`src/rtl/avl_pkg.sv`:
```
// Shared types for the two-master Avalon-MM arbiter.
package avl_pkg;

    // Which master issued a read that is still in flight at the slave.
    typedef enum logic {
        OWN_IF  = 1'b0,
        OWN_LSU = 1'b1
    } avl_owner_t;

    localparam int AVL_BE_W   = 4;
    localparam int AVL_DATA_W = 32;

    // The master that is not 'o'; used to advance the round-robin pointer.
    function automatic avl_owner_t other_owner(input avl_owner_t o);
        return (o == OWN_IF) ? OWN_LSU : OWN_IF;
    endfunction

endpackage

```
`src/rtl/avl_owner_fifo.sv`:
```
// Synchronous FIFO of read owners. One entry per read accepted by the slave,
// popped when the matching response returns, so responses are routed in order.
module avl_owner_fifo
    import avl_pkg::*;
#(
    parameter int DEPTH = 4
) (
    input  logic       clk,
    input  logic       rest,
    input  logic       push,
    input  avl_owner_t push_owner,
    input  logic       pop,
    output logic       full,
    output logic       empty,
    output avl_owner_t head
);

    localparam int AW = $clog2(DEPTH);
    localparam logic [AW:0] FULL_CNT = (AW + 1)'(DEPTH);

    avl_owner_t       slots [DEPTH];
    logic [AW-1:0]    wr_ptr;
    logic [AW-1:0]    rd_ptr;
    logic [AW:0]      count;

    // Storage needs no reset: pointers and count define which slots are live.
    always_ff @(posedge clk) begin
        if (push) begin
            slots[wr_ptr] <= push_owner;
        end
    end

    // Pointers wrap naturally because DEPTH is a power of two.
    always_ff @(posedge clk) begin
        if (!rest) begin
            wr_ptr <= '0;
            rd_ptr <= '0;
            count  <= '0;
        end else begin
            if (push) begin
                wr_ptr <= wr_ptr + AW'(1);
            end
            if (pop) begin
                rd_ptr <= rd_ptr + AW'(1);
            end
            case ({push, pop})
                2'b10:   count <= count + (AW + 1)'(1);
                2'b01:   count <= count - (AW + 1)'(1);
                default: count <= count;
            endcase
        end
    end

    assign full  = (count == FULL_CNT);
    assign empty = (count == '0);
    assign head  = slots[rd_ptr];

endmodule

```
`src/rtl/avl_arb2.sv`:
```
// Two-master Avalon-MM arbiter: instruction fetch (m0) and load/store (m1)
// share one slave. Round-robin per accepted transfer; pipelined read
// responses are steered back to their issuer through an owner FIFO.
//
// Handshake: a master request (read or write) is taken by the slave in the
// cycle where that master is granted and its wait_request is 0. While
// wait_request is 1 the master must hold address, data and command stable.
// read_data_valid is a single-cycle strobe that needs no acknowledge.
module avl_arb2
    import avl_pkg::*;
#(
    parameter int ADDR_W      = 32,
    parameter int OUTSTANDING = 4
) (
    input  logic                  clk,
    input  logic                  rest,

    input  logic [ADDR_W-1:0]     m0_address,
    input  logic [AVL_BE_W-1:0]   m0_byte_en,
    input  logic                  m0_read,
    input  logic                  m0_write,
    input  logic [AVL_DATA_W-1:0] m0_write_data,
    output logic                  m0_wait_request,
    output logic [AVL_DATA_W-1:0] m0_read_data,
    output logic                  m0_read_data_valid,

    input  logic [ADDR_W-1:0]     m1_address,
    input  logic [AVL_BE_W-1:0]   m1_byte_en,
    input  logic                  m1_read,
    input  logic                  m1_write,
    input  logic [AVL_DATA_W-1:0] m1_write_data,
    output logic                  m1_wait_request,
    output logic [AVL_DATA_W-1:0] m1_read_data,
    output logic                  m1_read_data_valid,

    output logic [ADDR_W-1:0]     s_address,
    output logic [AVL_BE_W-1:0]   s_byte_en,
    output logic                  s_read,
    output logic                  s_write,
    output logic [AVL_DATA_W-1:0] s_write_data,
    input  logic                  s_wait_request,
    input  logic [AVL_DATA_W-1:0] s_read_data,
    input  logic                  s_read_data_valid,

    output logic                  err_orphan
);

    avl_owner_t rr;
    avl_owner_t gnt;
    avl_owner_t head;
    logic       gnt_any;
    logic       elig0;
    logic       elig1;
    logic       sel_read;
    logic       sel_write;
    logic       accept;
    logic       push;
    logic       pop;
    logic       full;
    logic       empty;

    // Reads need a free owner slot; 'full' is registered, so a pop in the
    // same cycle cannot unblock a read (no response-to-request comb path).
    assign elig0 = m0_write | (m0_read & ~full);
    assign elig1 = m1_write | (m1_read & ~full);

    // Grant: a lone eligible master wins, a tie goes to the rr pointer.
    always_comb begin
        gnt_any = elig0 | elig1;
        gnt     = OWN_IF;
        if (elig0 && elig1) begin
            gnt = rr;
        end else if (elig1) begin
            gnt = OWN_LSU;
        end
    end

    // Slave-side mux follows the grant; m0 is passed through when idle.
    always_comb begin
        s_address    = m0_address;
        s_byte_en    = m0_byte_en;
        s_write_data = m0_write_data;
        sel_read     = m0_read;
        sel_write    = m0_write;
        if (gnt == OWN_LSU) begin
            s_address    = m1_address;
            s_byte_en    = m1_byte_en;
            s_write_data = m1_write_data;
            sel_read     = m1_read;
            sel_write    = m1_write;
        end
        s_read  = rest & gnt_any & sel_read;
        s_write = rest & gnt_any & sel_write;
    end

    // Only the granted master sees the slave stall; everyone else waits.
    always_comb begin
        m0_wait_request = ~(rest & gnt_any & (gnt == OWN_IF))  | s_wait_request;
        m1_wait_request = ~(rest & gnt_any & (gnt == OWN_LSU)) | s_wait_request;
    end

    assign accept = rest & gnt_any & ~s_wait_request;
    assign push   = accept & s_read;
    assign pop    = rest & s_read_data_valid & ~empty;

    // Round-robin pointer moves past the winner only when a transfer is taken,
    // so a stalled grant stays put while the master holds its request.
    always_ff @(posedge clk) begin
        if (!rest) begin
            rr <= OWN_IF;
        end else if (accept) begin
            rr <= other_owner(gnt);
        end
    end

    // A response with no read outstanding is dropped and flagged until reset.
    always_ff @(posedge clk) begin
        if (!rest) begin
            err_orphan <= 1'b0;
        end else if (s_read_data_valid && empty) begin
            err_orphan <= 1'b1;
        end
    end

    avl_owner_fifo #(
        .DEPTH (OUTSTANDING)
    ) u_owner_fifo (
        .clk        (clk),
        .rest       (rest),
        .push       (push),
        .push_owner (gnt),
        .pop        (pop),
        .full       (full),
        .empty      (empty),
        .head       (head)
    );

    assign m0_read_data       = s_read_data;
    assign m1_read_data       = s_read_data;
    assign m0_read_data_valid = pop & (head == OWN_IF);
    assign m1_read_data_valid = pop & (head == OWN_LSU);

endmodule

```
`config.mk`:
```
export PLATFORM = sky130hd
export DESIGN_NAME = avl_arb2
export DESIGN_NICKNAME = d
export VERILOG_FILES = /design/src/rtl/avl_pkg.sv /design/src/rtl/avl_owner_fifo.sv /design/src/rtl/avl_arb2.sv
export SDC_FILE = /design/constraint.sdc
export NUM_CORES = 1
export LEC_CHECK = 0
export ABC_AREA = 1
export CAP_MARGIN = 20
export CORE_AREA = 2 2 122 124
export DETAILED_ROUTE_END_ITERATION = 8
export DIE_AREA = 0 0 124 126
export GPL_TIMING_DRIVEN = 0
export PLACE_DENSITY = 0.55
export SLEW_MARGIN = 20
export SYNTH_ARGS = -nofsm -noshare
export SYNTH_HDL_FRONTEND = slang
export SYNTH_SLANG_ARGS = --single-unit
export TNS_END_PERCENT = 100
```
`constraint.sdc`:
```
create_clock -name clk -period 6.71 [get_ports clk]
set_input_delay 2.013 -clock clk [delete_from_list [all_inputs] [get_ports clk]]
set_output_delay 2.013 -clock clk [all_outputs]
set_load 0.02 [all_outputs]
```
==> flow_summary.ini <==
[setup_path]
r2r_end = u_owner_fifo.count[2]
cp_num_buf_inv = 5
timing.rr.start = u_owner_fifo.count[0]
slowest_stage = clkdlybuf4s50_1
path_depth = 10
critPathArrivalTime_ns = 4.20
slowest_delay_ns = 0.66
cp-start-kind = primary input
crit_family = buffers and inverters
rrSetupSlack_ns = 4.41
end_kind = output pin
path_common_cell = nand2_1
worstPathCellList = clkdlybuf4s50_1 > inv_1 > nand2_1 > nand2_2 > nand2_4 > inv_2 > buf_2 > nand2_1 > nand2_1 > clkdlybuf4s50_1
critical_path_required_ns = 4.70
rr_worst_depth = 14
crit_fanout = 10
critPathKind = primary input to output pin

[logic_synthesis]
avgSynthCellArea_um2 = 5.48
synth_warnings = 0
synth_flop_cell = dfxtp_1
synth-edff-count = 4
synth_area_um2 = 2130
synthTopCellsByCount = nand2_1 (223), buf_4 (65), inv_1 (22)
yosys.area.top_type = nand2_1
ys_types = 20
synthCells = 388
yosysSeqAreaShare_pct = 16.0
syn-num-nets = 570
synth_top_area_share_pct = 39.4
synth.top_cells.by_area = nand2_1 (39%), buf_4 (23%), dfxtp_1 (10%)
ys_ff_latch = 15
synth_most_common_cell = nand2_1
async_flop_share_pct = 0

[drt]
ant_nets = 0
drc = 0
vias = 3227
wl_met3_um = 960
firstDrtPassIters = 4
dr_wl_met2_um = 6500
wl_per_cell_um = 13.9
highest_layer = met4
routed_wl_um = 11900
wl_met1_um = 4340
drtIter0Drc = 83
avgViaCountPerCell = 3.76

[hold_path]
hold_depth = 2
hold_path.startpoint = u_owner_fifo.rd_ptr[1]
hold_class = flip-flop to flip-flop

[global_routing]
grt_pass1_wl_um = 17500
grt_usage_pct = 14.5
overflow = 0
antenna_found_initial = 0
grt_max_degree = 14
grt_pass1_vias = 3360

[place]
place_ws_ns = 0.434
hpwl_um = 10600
io_buffers = 282
place_congestion = 0.834

[run]
drv_cap = 0

[cts]
cts_tree = built
postCtsSetupBuffers = 0
ctsRootBufferMaster = clkbuf_16
holdBufCountCts = 0
clock_sinks = 15
clkLatencyLatePin_ns = 0.24
cts_max_level = 1
path_clk_slew_ns = 0.05
cts_resized = 0
clock_path_buffers = 2
cts_inserted_buffers = 3

[run_status]
status = finished, final reports clean

[floorplanning]
die-area_um2 = 15600
core-area_um2 = 14300
die_w_um = 124
pin_count = 315
die_h_um = 126
row_count = 44
start_util_pct = 14.9

[timing]
worst_slew_pin_slew_ns = 0.448
period_share_pct = 92.6
final_max_slew_viol_count = 0
setup_tns_ns = 0
clock_skew_ns = 0.00156
period_needed_ns = 6.21
rsz0062_at_grt = false
fmax_mhz = 161
finalSetupViolCount = 0
relSlewSlack_pct = 70.1
hold_viol_final = 0
worst_slack_ns = 0.496

[power_and_ir_drop]
static-leakage-power_nw = 2.45
powerDensity_nw_per_um2 = 129
vdd_drop_max_mv = 0.104

[cells_and_area]
drive_gt1_share_pct = 12.3
nFillCells = 1540
nNetsFinal = 857
area_growth_pct = 147
diodes = 0
routing by layer:
layer | vias to the layer above | GRT usage, %
li1 | 1671 | -
met5 | - | 0
met2 | 152 | 28.6
met4 | 0 | 1.78
met3 | 8 | 3.62
met1 | 1396 | 15.6
final cells by class:
class	instances	area, um^2	area share (%)
repair buffers	282	2820	53.7
multi-input cells	271	1150	21.9
plain buffers	79	549	10.4
flip-flops and latches	15	340	6.47
well taps	184	230	4.38
inverters	23	86.3	1.64
clock buffers	3	75.1	1.43
clock inverters	1	5.00	0.0951
where the power goes:
group	total [W]	leakage, nW	internal (W)	switching, W
clock	0.000115	0.0409	0.0000795	0.0000356
sequential	0.000101	0.126	0.0000981	0.00000264
combinational	0.000461	2.28	0.000244	0.000218
placed cells by master (no fill, tap or decap):
| cell type | Yosys | routed |
|---|---|---|
| inv_2 | 1 | 1 |
| nand3_1 | 4 | 4 |
| a32oi_1 | 1 | 1 |
| dfxtp_1 | 11 | 11 |
| buf_2 | 7 | 7 |
| buf_4 | 65 | 65 |
| o22ai_1 | 2 | 2 |
| a21oi_1 | 9 | 9 |
| clkdlybuf4s50_1 | 0 | 282 |
| o21ai_0 | 6 | 6 |
| inv_1 | 22 | 22 |
| ha_1 | 5 | 5 |
| fa_1 | 1 | 1 |
| nand4_4 | 1 | 1 |
| clkbuf_16 | 0 | 3 |
| nor2_1 | 14 | 14 |
| nand2_4 | 1 | 1 |
| nor2_4 | 1 | 1 |
| nand2_1 | 223 | 223 |
| nand2_2 | 3 | 3 |
| clkbuf_1 | 7 | 7 |
| edfxtp_1 | 4 | 4 |
| clkinv_2 | 0 | 1 |
tightest hold or removal path, stage by stage (launching register included):
cell     delay (ns)
dfxtp_1        0.29
inv_1          0.06
a21oi_1        0.06
worst max path at each step:
stage	start	endpoint	slack, ns
floorplan	m0_read	s_read	1.84
finish	m0_write	s_address[31]	0.50
CTS	m0_read	s_address[31]	0.43
global placement	m0_write	s_address[31]	0.44
detailed placement	m0_read	s_address[31]	0.43
global route	m1_read	s_write_data[31]	0.35
through the flow:
stage | total power (W) | util [%] | cell area, um^2 | hold WS (ns) | std cells
after floorplan | 0.000310 | - | 2130 | 0.436 | 388
after global placement | 0.000567 | 36.2 | 5180 | 0.436 | 854
after detailed placement | 0.000569 | 36.2 | 5180 | 0.464 | 854
after CTS | 0.000687 | 36.7 | 5260 | 0.472 | 858
after global routing | 0.000719 | 36.7 | 5260 | 0.487 | 858
final | 0.000677 | 36.7 | 5260 | 0.464 | 858
logic make-up after synthesis:
family / count (synthesis) / synth area share [%]
AOI/OAI and AO/OA: 18 / 4.53
adders and majority gates: 6 / 3.88
buffers and inverters: 102 / 29.9
DFF: 15 / 16.0
and+or+nand+nor: 247 / 45.7
No activity file was read; power rests on OpenSTA's default activity.
